### src/rtl/ofm_write_ctrl_if.sv
// Bus bundle for ofm_write_ctrl: configuration/start, input beat stream and
// DPRAM write-port side. master = producer/controller view, slave = ofm_write_ctrl.
interface ofm_write_ctrl_if #(
  parameter int DATA_WIDTH    = 16,
  parameter int SYSTOLIC_SIZE = 16,
  parameter int ADDR_WIDTH    = 19,
  parameter int CH_WIDTH      = 11
);
  localparam int INOUT_WIDTH = DATA_WIDTH * SYSTOLIC_SIZE;

  // configuration / control
  logic                   start;
  logic [ADDR_WIDTH-1:0]  base_addr;
  logic [8:0]             ofm_size;
  logic [CH_WIDTH-1:0]    num_ch;
  logic                   upsample_mode;
  logic                   busy;
  logic                   done;
  logic                   cfg_err;

  // input beat stream
  logic                   in_valid;
  logic                   in_ready;
  logic [INOUT_WIDTH-1:0] in_data;

  // DPRAM write port
  logic                   we_b;
  logic [ADDR_WIDTH-1:0]  addr_b;
  logic [INOUT_WIDTH-1:0] din_b;
  logic [4:0]             write_ofm_size;
  logic                   upsample_mode_o;
  logic [8:0]             ofm_size_o;

  modport master (
    output start, base_addr, ofm_size, num_ch, upsample_mode, in_valid, in_data,
    input  in_ready, busy, done, cfg_err,
    input  we_b, addr_b, din_b, write_ofm_size, upsample_mode_o, ofm_size_o
  );

  modport slave (
    input  start, base_addr, ofm_size, num_ch, upsample_mode, in_valid, in_data,
    output in_ready, busy, done, cfg_err,
    output we_b, addr_b, din_b, write_ofm_size, upsample_mode_o, ofm_size_o
  );
endinterface

### src/rtl/ofm_write_ctrl.sv
// OFM write-side address generator/sequencer feeding the feature-map DPRAM port B.
// Optional macro OFM_WRITE_RELU_EN: clamps negative lanes of din_b to zero.
module ofm_write_ctrl #(
  parameter int DATA_WIDTH    = 16,
  parameter int SYSTOLIC_SIZE = 16,
  parameter int INOUT_WIDTH   = DATA_WIDTH * SYSTOLIC_SIZE,
  parameter int ADDR_WIDTH    = 19,
  parameter int CH_WIDTH      = 11
) (
  input  logic              clk,
  input  logic              rst_n,
  ofm_write_ctrl_if.slave   bus
);

  localparam logic [1:0] IDLE = 2'd0;
  localparam logic [1:0] RUN  = 2'd1;
  localparam logic [1:0] DONE = 2'd2;

  // FSM and latched configuration
  logic [1:0]            r_state;
  logic [8:0]            r_size;
  logic [CH_WIDTH-1:0]   r_nch;
  logic                  r_up;
  logic [8:0]            r_w;
  logic [ADDR_WIDTH-1:0] r_plane_step;
  logic [ADDR_WIDTH-1:0] r_row_step;
  logic [ADDR_WIDTH-1:0] r_col_step;
  logic [8:0]            r_last_chunk;
  logic [4:0]            r_last_lanes;
  logic                  r_cfg_err;

  // frame position and incremental address state
  logic [8:0]            r_col;
  logic [8:0]            r_row;
  logic [CH_WIDTH-1:0]   r_ch;
  logic [ADDR_WIDTH-1:0] r_col_off;
  logic [ADDR_WIDTH-1:0] r_row_base;
  logic [ADDR_WIDTH-1:0] r_plane_base;

  // output register
  logic                   r_we;
  logic [ADDR_WIDTH-1:0]  r_addr;
  logic [INOUT_WIDTH-1:0] r_din;
  logic [4:0]             r_wsize;

  // configuration decode, only consumed when start is accepted
  logic                  w_cfg_illegal;
  logic [8:0]            w_cfg_w;
  logic [17:0]           w_cfg_sq;
  logic [ADDR_WIDTH-1:0] w_cfg_row_step;
  logic [ADDR_WIDTH-1:0] w_cfg_col_step;
  logic [8:0]            w_cfg_last_chunk;
  logic [4:0]            w_cfg_last_lanes;
  logic                  w_accept;

  // per-beat datapath
  logic                   w_xfer;
  logic                   w_last_col;
  logic                   w_last_row;
  logic                   w_last_ch;
  logic                   w_last_beat;
  logic [ADDR_WIDTH-1:0]  w_beat_addr;
  logic [ADDR_WIDTH-1:0]  w_next_plane;
  logic [INOUT_WIDTH-1:0] w_din;

  always_comb begin
    w_cfg_illegal    = (bus.ofm_size == 9'd0) || (bus.num_ch == '0) ||
                       (bus.upsample_mode && bus.ofm_size[8]);
    w_cfg_w          = bus.upsample_mode ? {bus.ofm_size[7:0], 1'b0} : bus.ofm_size;
    w_cfg_sq         = w_cfg_w * w_cfg_w;
    w_cfg_row_step   = bus.upsample_mode ? ADDR_WIDTH'({bus.ofm_size, 2'b00})
                                         : ADDR_WIDTH'(bus.ofm_size);
    w_cfg_col_step   = bus.upsample_mode ? ADDR_WIDTH'(2 * SYSTOLIC_SIZE)
                                         : ADDR_WIDTH'(SYSTOLIC_SIZE);
    w_cfg_last_chunk = 9'((bus.ofm_size - 9'd1) / 9'(SYSTOLIC_SIZE));
    w_cfg_last_lanes = ((bus.ofm_size % 9'(SYSTOLIC_SIZE)) == 9'd0)
                       ? 5'(SYSTOLIC_SIZE)
                       : 5'(bus.ofm_size % 9'(SYSTOLIC_SIZE));
    w_accept         = (r_state == IDLE) && bus.start && !w_cfg_illegal;
  end

  always_comb begin
    w_xfer       = bus.in_valid && (r_state == RUN);
    w_last_col   = (r_col == r_last_chunk);
    w_last_row   = (r_row == (r_size - 9'd1));
    w_last_ch    = (r_ch == (r_nch - CH_WIDTH'(1)));
    w_last_beat  = w_last_col && w_last_row && w_last_ch;
    w_beat_addr  = r_row_base + r_col_off;
    w_next_plane = r_plane_base + r_plane_step;
  end

`ifdef OFM_WRITE_RELU_EN
  always_comb begin
    w_din = bus.in_data;
    for (int unsigned i = 0; i < SYSTOLIC_SIZE; i++) begin
      if (bus.in_data[i*DATA_WIDTH + DATA_WIDTH - 1])
        w_din[i*DATA_WIDTH +: DATA_WIDTH] = '0;
    end
  end
`else
  always_comb begin
    w_din = bus.in_data;
  end
`endif

  // Mode/size outputs are driven from the latched copy so they stay stable
  // across rejected starts and until the next accepted one.
  always_ff @(posedge clk or negedge rst_n) begin
    if (!rst_n) begin
      r_state      <= IDLE;
      r_size       <= '0;
      r_nch        <= '0;
      r_up         <= 1'b0;
      r_w          <= '0;
      r_plane_step <= '0;
      r_row_step   <= '0;
      r_col_step   <= '0;
      r_last_chunk <= '0;
      r_last_lanes <= '0;
      r_cfg_err    <= 1'b0;
    end else begin
      r_cfg_err <= 1'b0;
      case (r_state)
        IDLE: begin
          if (bus.start) begin
            if (w_cfg_illegal) begin
              r_cfg_err <= 1'b1;
            end else begin
              r_size       <= bus.ofm_size;
              r_nch        <= bus.num_ch;
              r_up         <= bus.upsample_mode;
              r_w          <= w_cfg_w;
              r_plane_step <= ADDR_WIDTH'(w_cfg_sq);
              r_row_step   <= w_cfg_row_step;
              r_col_step   <= w_cfg_col_step;
              r_last_chunk <= w_cfg_last_chunk;
              r_last_lanes <= w_cfg_last_lanes;
              r_state      <= RUN;
            end
          end
        end
        RUN: begin
          if (w_xfer && w_last_beat)
            r_state <= DONE;
        end
        DONE:    r_state <= IDLE;
        default: r_state <= IDLE;
      endcase
    end
  end

  // Address is row_base + col_off; both advance by additions only, and a
  // channel wrap reloads row_base from the freshly advanced plane base.
  always_ff @(posedge clk or negedge rst_n) begin
    if (!rst_n) begin
      r_col        <= '0;
      r_row        <= '0;
      r_ch         <= '0;
      r_col_off    <= '0;
      r_row_base   <= '0;
      r_plane_base <= '0;
    end else if (w_accept) begin
      r_col        <= '0;
      r_row        <= '0;
      r_ch         <= '0;
      r_col_off    <= '0;
      r_row_base   <= bus.base_addr;
      r_plane_base <= bus.base_addr;
    end else if (w_xfer) begin
      if (!w_last_col) begin
        r_col     <= r_col + 9'd1;
        r_col_off <= r_col_off + r_col_step;
      end else begin
        r_col     <= '0;
        r_col_off <= '0;
        if (!w_last_row) begin
          r_row      <= r_row + 9'd1;
          r_row_base <= r_row_base + r_row_step;
        end else begin
          r_row <= '0;
          if (!w_last_ch) begin
            r_ch         <= r_ch + CH_WIDTH'(1);
            r_plane_base <= w_next_plane;
            r_row_base   <= w_next_plane;
          end
        end
      end
    end
  end

  always_ff @(posedge clk or negedge rst_n) begin
    if (!rst_n) begin
      r_we    <= 1'b0;
      r_addr  <= '0;
      r_din   <= '0;
      r_wsize <= '0;
    end else begin
      r_we <= w_xfer;
      if (w_xfer) begin
        r_addr  <= w_beat_addr;
        r_din   <= w_din;
        r_wsize <= w_last_col ? r_last_lanes : 5'(SYSTOLIC_SIZE);
      end
    end
  end

  assign bus.in_ready        = (r_state == RUN);
  assign bus.busy            = (r_state != IDLE);
  assign bus.done            = (r_state == DONE);
  assign bus.cfg_err         = r_cfg_err;
  assign bus.we_b            = r_we;
  assign bus.addr_b          = r_addr;
  assign bus.din_b           = r_din;
  assign bus.write_ofm_size  = r_wsize;
  assign bus.upsample_mode_o = r_up;
  assign bus.ofm_size_o      = r_w;

endmodule

### src/flat_wrapper.sv
// flat-port wrapper written by rule: the top's interface ports become plain ports
module ofm_write_ctrl_flat 
#(
  parameter int DATA_WIDTH    = 16,
  parameter int SYSTOLIC_SIZE = 16,
  parameter int INOUT_WIDTH   = DATA_WIDTH * SYSTOLIC_SIZE,
  parameter int ADDR_WIDTH    = 19,
  parameter int CH_WIDTH      = 11
)
  (clk, rst_n, bus_start, bus_base_addr, bus_ofm_size, bus_num_ch, bus_upsample_mode, bus_in_valid, bus_in_data, bus_in_ready, bus_busy, bus_done, bus_cfg_err, bus_we_b, bus_addr_b, bus_din_b, bus_write_ofm_size, bus_upsample_mode_o, bus_ofm_size_o);
  ofm_write_ctrl_if #(.DATA_WIDTH(DATA_WIDTH), .SYSTOLIC_SIZE(SYSTOLIC_SIZE), .ADDR_WIDTH(ADDR_WIDTH), .CH_WIDTH(CH_WIDTH)) bus_i ();
  input  logic clk;
  input  logic rst_n;
  input wire logic [$bits(bus_i.start)-1:0] bus_start;
  input wire logic [$bits(bus_i.base_addr)-1:0] bus_base_addr;
  input wire logic [$bits(bus_i.ofm_size)-1:0] bus_ofm_size;
  input wire logic [$bits(bus_i.num_ch)-1:0] bus_num_ch;
  input wire logic [$bits(bus_i.upsample_mode)-1:0] bus_upsample_mode;
  input wire logic [$bits(bus_i.in_valid)-1:0] bus_in_valid;
  input wire logic [$bits(bus_i.in_data)-1:0] bus_in_data;
  output wire logic [$bits(bus_i.in_ready)-1:0] bus_in_ready;
  output wire logic [$bits(bus_i.busy)-1:0] bus_busy;
  output wire logic [$bits(bus_i.done)-1:0] bus_done;
  output wire logic [$bits(bus_i.cfg_err)-1:0] bus_cfg_err;
  output wire logic [$bits(bus_i.we_b)-1:0] bus_we_b;
  output wire logic [$bits(bus_i.addr_b)-1:0] bus_addr_b;
  output wire logic [$bits(bus_i.din_b)-1:0] bus_din_b;
  output wire logic [$bits(bus_i.write_ofm_size)-1:0] bus_write_ofm_size;
  output wire logic [$bits(bus_i.upsample_mode_o)-1:0] bus_upsample_mode_o;
  output wire logic [$bits(bus_i.ofm_size_o)-1:0] bus_ofm_size_o;
  assign bus_i.start = bus_start;
  assign bus_i.base_addr = bus_base_addr;
  assign bus_i.ofm_size = bus_ofm_size;
  assign bus_i.num_ch = bus_num_ch;
  assign bus_i.upsample_mode = bus_upsample_mode;
  assign bus_i.in_valid = bus_in_valid;
  assign bus_i.in_data = bus_in_data;
  assign bus_in_ready = bus_i.in_ready;
  assign bus_busy = bus_i.busy;
  assign bus_done = bus_i.done;
  assign bus_cfg_err = bus_i.cfg_err;
  assign bus_we_b = bus_i.we_b;
  assign bus_addr_b = bus_i.addr_b;
  assign bus_din_b = bus_i.din_b;
  assign bus_write_ofm_size = bus_i.write_ofm_size;
  assign bus_upsample_mode_o = bus_i.upsample_mode_o;
  assign bus_ofm_size_o = bus_i.ofm_size_o;
  ofm_write_ctrl #(.DATA_WIDTH(DATA_WIDTH), .SYSTOLIC_SIZE(SYSTOLIC_SIZE), .INOUT_WIDTH(INOUT_WIDTH), .ADDR_WIDTH(ADDR_WIDTH), .CH_WIDTH(CH_WIDTH)) u_core (.clk(clk), .rst_n(rst_n), .bus(bus_i));
endmodule
### config.mk
export PLATFORM = sky130hd
export DESIGN_NAME = ofm_write_ctrl_flat
export DESIGN_NICKNAME = d
export VERILOG_FILES = /design/src/rtl/ofm_write_ctrl_if.sv /design/src/rtl/ofm_write_ctrl.sv /design/src/flat_wrapper.sv
export SDC_FILE = /design/constraint.sdc
export NUM_CORES = 1
export LEC_CHECK = 0
export CAP_MARGIN = 30
export CORE_MARGIN = 2
export CORE_UTILIZATION = 40
export DETAILED_ROUTE_END_ITERATION = 10
export PLACE_DENSITY_LB_ADDON = 0.3
export SETUP_SLACK_MARGIN = 0.15
export SYNTH_ARGS = -nofsm -noshare
export SYNTH_HDL_FRONTEND = slang
export SYNTH_SLANG_ARGS = --single-unit
### constraint.sdc
create_clock -name clk -period 2.9 [get_ports clk]
set_input_delay 0.58 -clock clk [delete_from_list [all_inputs] [get_ports clk]]
set_output_delay 0.58 -clock clk [all_outputs]
set_load 0.01 [all_outputs]
==> results.sh <==
export IMPL_whs_ns=0.4717
export IMPL_synth_async_sr_flop_share_pct=100.0
export IMPL_crit_family="adder cells"
export IMPL_rows=86
export IMPL_vias_per_cell=5.154
export IMPL_synth_compound_area_share_pct=9.205
export IMPL_synthSimpleGateAreaFrac_pct=25.39
export IMPL_setup_slack_ns=-1.687
export IMPL_wl_per_cell_um=19.97
export IMPL_p_sw_mw=4.973
export IMPL_worstSetupPathType="in2reg"
export IMPL_max_clock_path_buffers=3
export IMPL_p_seq_share_pct=36.9
export IMPL_seqCellArea_mm2=0.01084
export IMPL_synth_area_leaders="dfrtp_1 (49%), nand2_1 (17%), ha_1 (4.7%)"
export IMPL_crit_required_ns=3.39
export IMPL_post_route_min_period_ns=4.587
export IMPL_finalSetupTns_ns=-16.44
export IMPL_synth_edf_count=0
export IMPL_powerDensity_mw_per_mm2=528.0
export IMPL_final_layout_size_suffix_gt1_share_pct=16.49
export IMPL_tightestPinTransition_ns=1.018
export IMPL_slowest_delay_ns=0.54
export IMPL_numPortBuffers=594
export IMPL_crit_chain="buf_8, buf_12, nand2b_4, a21boi_4, buf_6, nor2_4, inv_2, fa_1, inv_1, fa_1, inv_1, fa_1, fa_1, inv_2, ha_4, o21a_1, o21ai_2, a21o_1, a21oi_2, nor3_2, or4_1, o211ai_1"
export IMPL_power_leakage_nw=16.48
export IMPL_peakVddDrop_mv=0.4021
export IMPL_synthXorXnorAreaFrac_pct=3.674
export IMPL_finalClockSkew_ns=0.01669
export IMPL_yosys_warnings=0
export IMPL_antenna_found_initial=12
export IMPL_cts_made_buffers=50
export IMPL_synth_area_leader_cell="dfrtp_1"
export IMPL_dp_slack_ns=-2.808
export IMPL_ant_nets=0
export IMPL_grt_pass1_wl_um=121100
export IMPL_die_area_mm2=0.05732
export IMPL_cts_tree="done"
export IMPL_post_route_period_util_pct=158.2
export IMPL_path_buf_inv=7
export IMPL_p_int_mw=13.01
export IMPL_power_total_mw=17.98
export IMPL_area_delta_synth_final_pct=53.62
export IMPL_vias=21370
export IMPL_grt_max_degree=191
export IMPL_dp_hpwl_um=61050
export IMPL_fillCellCount=4574
export IMPL_dr_pass1_iters=7
export IMPL_fp_dieH_um=239.4
export IMPL_comb_power_share_pct=25.2
export IMPL_syn_nets=2966
export IMPL_htreeDepth=2
export IMPL_status="finished with violations"
export IMPL_grt_overflow=0
export IMPL_cts_clk_slew_worst_paths_ns=0.06
export IMPL_crit_path_frequent_cell="fa_1"
export IMPL_max_freq_mhz=218.0
export IMPL_cts_root_buf="clkbuf_16"
export IMPL_slowest_stage="fa_1"
export IMPL_syn_avg_cell_area_um2=8.700
export IMPL_grt_setup_unrepaired="true"
export IMPL_synth_top_family_by_area="simple AND/OR/NAND/NOR gates"
export IMPL_netlist_instances=2548
export IMPL_gp_congestion=0.9540
export IMPL_maxCapViolCount=0
export IMPL_end_kind="flop"
export IMPL_synth_distinct_cells=83
export IMPL_drt_wl_total_um=82810
export IMPL_muxShareOfSynthArea_pct=1.202
export IMPL_cp_max_fo=5
export IMPL_min_path_type="reg2reg"
export IMPL_yosys_most_used_dff="dfrtp_1"
export IMPL_setup_viol=14
export IMPL_track_usage_pct=27.34
export IMPL_multi_input_area_mm2=0.01162
export IMPL_ios=595
export IMPL_hold_viol_final=0
export IMPL_coreArea_mm2=0.05499
export IMPL_grt_pass1_vias=20750
export IMPL_clockPowerShare_pct=38.0
export IMPL_synth_adder_area_share_pct=7.845
export IMPL_ys_seq_area_share_pct=48.88
export IMPL_clk_latency_ns=0.59
export IMPL_maxSlewViolCount=0
export IMPL_initialDrtViolationCount=1655
export IMPL_max_slew_margin_rel_pct=32.11
export IMPL_finish_net_count=3770
export IMPL_syn_cell_area_mm2=0.02217
export IMPL_violations="setup timing"
export IMPL_fp_dieW_um=239.4
export IMPL_start_util_pct=40.32
export IMPL_worstPathArrival_ns=5.08
export IMPL_cts_sinks=433
export IMPL_swShare_pct=27.65
export IMPL_synth_top_area_share_pct=48.88
export IMPL_synth_most_common_cell="nand2_1"
export IMPL_startpoint_type="primary input"
export IMPL_ys_ff_latch=433
export IMPL_yosys_top_cells_count="nand2_1 (983), dfrtp_1 (433), nor2_1 (103)"
export IMPL_drc=0
metal layers:
layer	part of all wire, %	vias up	GRT usage (%)
met5	0.016	-	0
met4	3.2	2	9.735
met3	6.4	159	4.668
met2	49	794	44.79
met1	42	10430	36.55
li1	-	9988	-
per-stage QoR:
stage	utilization (%)	instances	instance area, um^2
after global placement	55.15	3955	30320
after CTS	60.06	4089	33020
after global routing	61.94	4147	34060
after detailed placement	55.15	3955	30320
final	61.94	4147	34060
after floorplan	-	2548	22410
sequential cells by signal, indices dropped and copies added (netlist names), 5 cells and up:
register and cells:
u_core.bus.write_ofm_size 5, u_core.r_ch 11, u_core.r_last_chunk 5, u_core.r_col 9, u_core.r_nch 11, u_core.bus.ofm_size_o 9, u_core.r_plane_base 19, u_core.bus.addr_b 19
u_core.r_row 9, u_core.r_last_lanes 5, u_core.r_size 9, u_core.r_col_off 15, u_core.bus.din_b 256, u_core.r_row_base 19, u_core.r_row_step 10, u_core.r_plane_step 16
worst reg2reg max path: cells and delay by family, from the launching register on:
family,cells,cell delay [ns]
multiplexers,1,0.28
flip-flops,1,0.39
AO/OA/AOI/OAI,3,0.66
AND/OR/NAND/NOR,4,0.62
buffers and inverters,6,0.85
power by group through the flow:
stage	registers (mW)	clock network, mW	logic [mW]
CTS	6.62	6.96	4.26
global placement	6.71	0	3.72
finish	6.63	6.83	4.53
detailed placement	6.73	0	3.79
global route	6.66	7.20	4.91
floorplan	6.85	0	1.58
worst paths after layout:
kind,startpoint,endpoint,slack (ns),cells after the start
max,bus_upsample_mode,u_core.r_plane_step[16]$_DFFE_PN0P_,-1.69,22
min,u_core.bus.din_b[161]$_DFFE_PN0P_,u_core.bus.din_b[161]$_DFFE_PN0P_,0.47,2
max reg2reg,u_core.r_nch[0]$_DFFE_PN0P_,u_core.r_row_base[18]$_DFFE_PN0P_,-0.01,14
min reg2reg,u_core.bus.din_b[161]$_DFFE_PN0P_,u_core.bus.din_b[161]$_DFFE_PN0P_,0.47,2
max in group asynchronous,rst_n,u_core.bus.din_b[13]$_DFFE_PN0P_,1.50,3
min in group asynchronous,rst_n,u_core.r_plane_base[15]$_DFFE_PN0P_,0.57,2
logic make-up after synthesis:
kind of cell | count (synthesis)
buffers and inverters | 211
AOI/OAI and AO/OA | 331
adders and majority gates | 118
and+or+nand+nor | 1336
muxes | 26
DFF | 433
xor gates and xnor gates | 93
layout by cell type (no fill, tap or decap), types with 10 or more instances in the layout:
master           instances
a21oi_1                 70
a21oi_2                 11
clkdlybuf4s50_1        584
nor2b_1                 19
a31oi_1                 17
nand2b_1                11
o211ai_1                12
nand3_2                 17
nand4_1                 15
inv_2                   12
buf_6                   38
mux2i_1                 20
nand2_1                973
nor2_1                  92
diode_2                 10
clkbuf_16               54
dfrtp_1                433
ha_4                    11
clkinv_2                10
buf_4                  209
ha_1                    69
o21ai_1                 46
xnor2_1                 42
buf_12                  15
and2_1                  12
xor2_1                  42
fa_1                    30
o21ai_0                 60
and3_1                  25
a21o_1                  17
nor3_1                  17
nand3_1                 48
inv_1                   78
timing repair:
item,CTS,global route
buffers inserted,40,40
cloned,4,7
endpoints found under the hold margin,48,0
hold buffers,1,0
pin swaps,74,87
gates resized for setup,147,129
endpoints found under the setup margin,126,91
final cells by class:
| cell class | instances | share of cell area [%] |
|---|---|---|
| multi-input combinational | 1906 | 34.13 |
| sequential | 433 | 31.82 |
| timing repair buffer | 869 | 25.00 |
| clock buffer | 66 | 4.148 |
| tap | 748 | 2.748 |
| clock inverter | 23 | 1.043 |
| inverter | 92 | 1.043 |
| antenna | 10 | 0.07348 |
(Power assumes the default switching activity.)
==> RTL edit: new RTL, same settings <==
`CH_WIDTH` is set to 11 in 3 places; all go to 9.
--- a/src/rtl/ofm_write_ctrl_if.sv
+++ b/src/rtl/ofm_write_ctrl_if.sv
@@ -4,7 +4,7 @@
   parameter int DATA_WIDTH    = 16,
   parameter int SYSTOLIC_SIZE = 16,
   parameter int ADDR_WIDTH    = 19,
-  parameter int CH_WIDTH      = 11
+  parameter int CH_WIDTH      = 9
 );
   localparam int INOUT_WIDTH = DATA_WIDTH * SYSTOLIC_SIZE;
 
--- a/src/rtl/ofm_write_ctrl.sv
+++ b/src/rtl/ofm_write_ctrl.sv
@@ -5,7 +5,7 @@
   parameter int SYSTOLIC_SIZE = 16,
   parameter int INOUT_WIDTH   = DATA_WIDTH * SYSTOLIC_SIZE,
   parameter int ADDR_WIDTH    = 19,
-  parameter int CH_WIDTH      = 11
+  parameter int CH_WIDTH      = 9
 ) (
   input  logic              clk,
   input  logic              rst_n,
--- a/src/flat_wrapper.sv
+++ b/src/flat_wrapper.sv
@@ -5,7 +5,7 @@
   parameter int SYSTOLIC_SIZE = 16,
   parameter int INOUT_WIDTH   = DATA_WIDTH * SYSTOLIC_SIZE,
   parameter int ADDR_WIDTH    = 19,
-  parameter int CH_WIDTH      = 11
+  parameter int CH_WIDTH      = 9
 )
   (clk, rst_n, bus_start, bus_base_addr, bus_ofm_size, bus_num_ch, bus_upsample_mode, bus_in_valid, bus_in_data, bus_in_ready, bus_busy, bus_done, bus_cfg_err, bus_we_b, bus_addr_b, bus_din_b, bus_write_ofm_size, bus_upsample_mode_o, bus_ofm_size_o);
   ofm_write_ctrl_if #(.DATA_WIDTH(DATA_WIDTH), .SYSTOLIC_SIZE(SYSTOLIC_SIZE), .ADDR_WIDTH(ADDR_WIDTH), .CH_WIDTH(CH_WIDTH)) bus_i ();
Ports: changed (resized bus_num_ch); port bits go from 595 to 593. The function was not compared with the original's and may differ.
==> RTL edit against the original RTL <==
The run still ends with setup timing left; design area down 3.1%; area after synthesis down 1.9%; worst setup slack better by 69 ps; sequential share of layout area up 0.71 points; register-to-register slack better by 60 ps; synthesized cell count down 2.2%; global-route usage up 2.9 points; combinational power down 4.4%; die area down 1.8%; fmax up 1.5%; power down 2.0%; wire length up 5.1%; sequential cell count down 4; largest power group is now sequential cells.
==> RTL edit: results (changes against the original RTL) <==
| Metric | Value |
|---|---|
| Data buffer area share | `0.250 (about the same)` |
| Routed length per instance | `21.6 µm (+8.4%)` |
| R2R Setup Slk | `50 ps (+60 ps)` |
| Multi-input gate area | `11,000 µm² (-5.1%)` |
| Inserted Diodes | `15 (+5)` |
| GR Util met1 | `0.411 (+0.0458)` |
| CLK BUF | `65 (-1.5%)` |
| Adder-Cell Fraction of Synth Area | `0.0799 (+0.00149)` |
| Most instantiated cells after synthesis | `1,008 x nand2_1, 429 x dfrtp_1, 128 x o21ai_0` |
| Met2 wire length | `41,300 µm (+2.6%)` |
| Largest cells by area after synthesis | `dfrtp_1 49%, nand2_1 17%, ha_1 4.8%, fa_1 3.2%, o21ai_0 2.9%` |
| Worst-Margin Slew | `1120 ps (+101 ps)` |
| Cells after DPL | `3,860 (-2.4%)` |
| Clock buf/inv share | `0.0522 (+0.000249)` |
| Syn Nets | `2,907 (-2.0%)` |
| Post_cts resized | `135 (-8.2%)` |
| PnR worst setup slack | `-1620 ps (+69.4 ps)` |
| Vias | `20,900 (-2.2%)` |
| Drt initial violations | `1,611 (-2.7%)` |
| Layout net count | `3,689 (-2.1%)` |
| Share of cells above drive strength 1 | `0.155 (-0.0103)` |
| Fill cells | `4,508 (-1.4%)` |
| Met3 WL | `5840 µm (+9.6%)` |
| Initial antenna violation count | `18 (+6)` |
| Yosys cell types | `81 (-2.4%)` |
| Global-route wire length before repair | `129,000 µm (+6.6%)` |
| Final setup viols | `13 (-1)` |
| R2r startpoint | `u_core.r_size[0]` |
| Gr usage total | `0.302 (+0.0286)` |
| Status | `finished, violations left` |
| Mux cell area share after synthesis | `0.00909 (-0.00293)` |
| Post-synthesis xor/xnor area fraction | `0.0342 (-0.00252)` |
| Compound-Gate Fraction of Synth Area | `0.0979 (+0.00584)` |
| Largest net degree at the start of global routing | `223 (+17%)` |
| End of the critical path | `u_core.r_plane_step[17]` |
| Signal inverters | `96 (+4.3%)` |
| Signal arrival time at the worst endpoint | `4990 ps (-90 ps)` |
| Met3 Use GR | `0.0537 (+0.00698)` |
| Post-CTS setup buffer count | `32 (-20%)` |
| Leakage power figure | `16.1 nW (-2.5%)` |
| Seq/total area | `0.325 (+0.00712)` |
| Clk_skew | `19.9 ps (+3.18 ps)` |
| Drt total wl | `87,100 µm (+5.1%)` |
| Failing checks | `setup timing` |
| Clock sinks | `429 (-0.92%)` |
| GPL Wtd Cong | `1.10 (+15%)` |
| CTS Buf Count | `49 (-2.0%)` |
| M1 wire length | `37,200 µm (+7.3%)` |
==> RTL edit: stage by stage <==
stage	setup TNS (ps)	area, µm²
finish	-15220	33000
detailed placement	-62890	29900
CTS	-14470	32300
global placement	-54640	29900
global route	-17890	33000
floorplan	-19820	21900
==> RTL edit: worst min-delay path by stage <==
stage                                  from                      endpoint  slack [ps]  depth (start not counted)
6_report                  bus_upsample_mode          u_core.r_row_step[1]         440                          4
4_1_cts                   bus_upsample_mode          u_core.r_row_step[1]         420                          4
5_1_grt                   bus_upsample_mode          u_core.r_row_step[1]         450                          4
2_1_floorplan                         rst_n          u_core.bus.addr_b[0]         280                          0
3_5_place_dp   u_core.bus.write_ofm_size[2]  u_core.bus.write_ofm_size[2]         460                          2
3_3_place_gp   u_core.bus.write_ofm_size[1]  u_core.bus.write_ofm_size[1]         460                          2
==> RTL edit: power breakdown <==
part,switching [mW],internal (mW)
Combinational,2.02,2.31
Sequential,0.316,6.35
Clock,2.62,4.01
Total,4.96,12.7
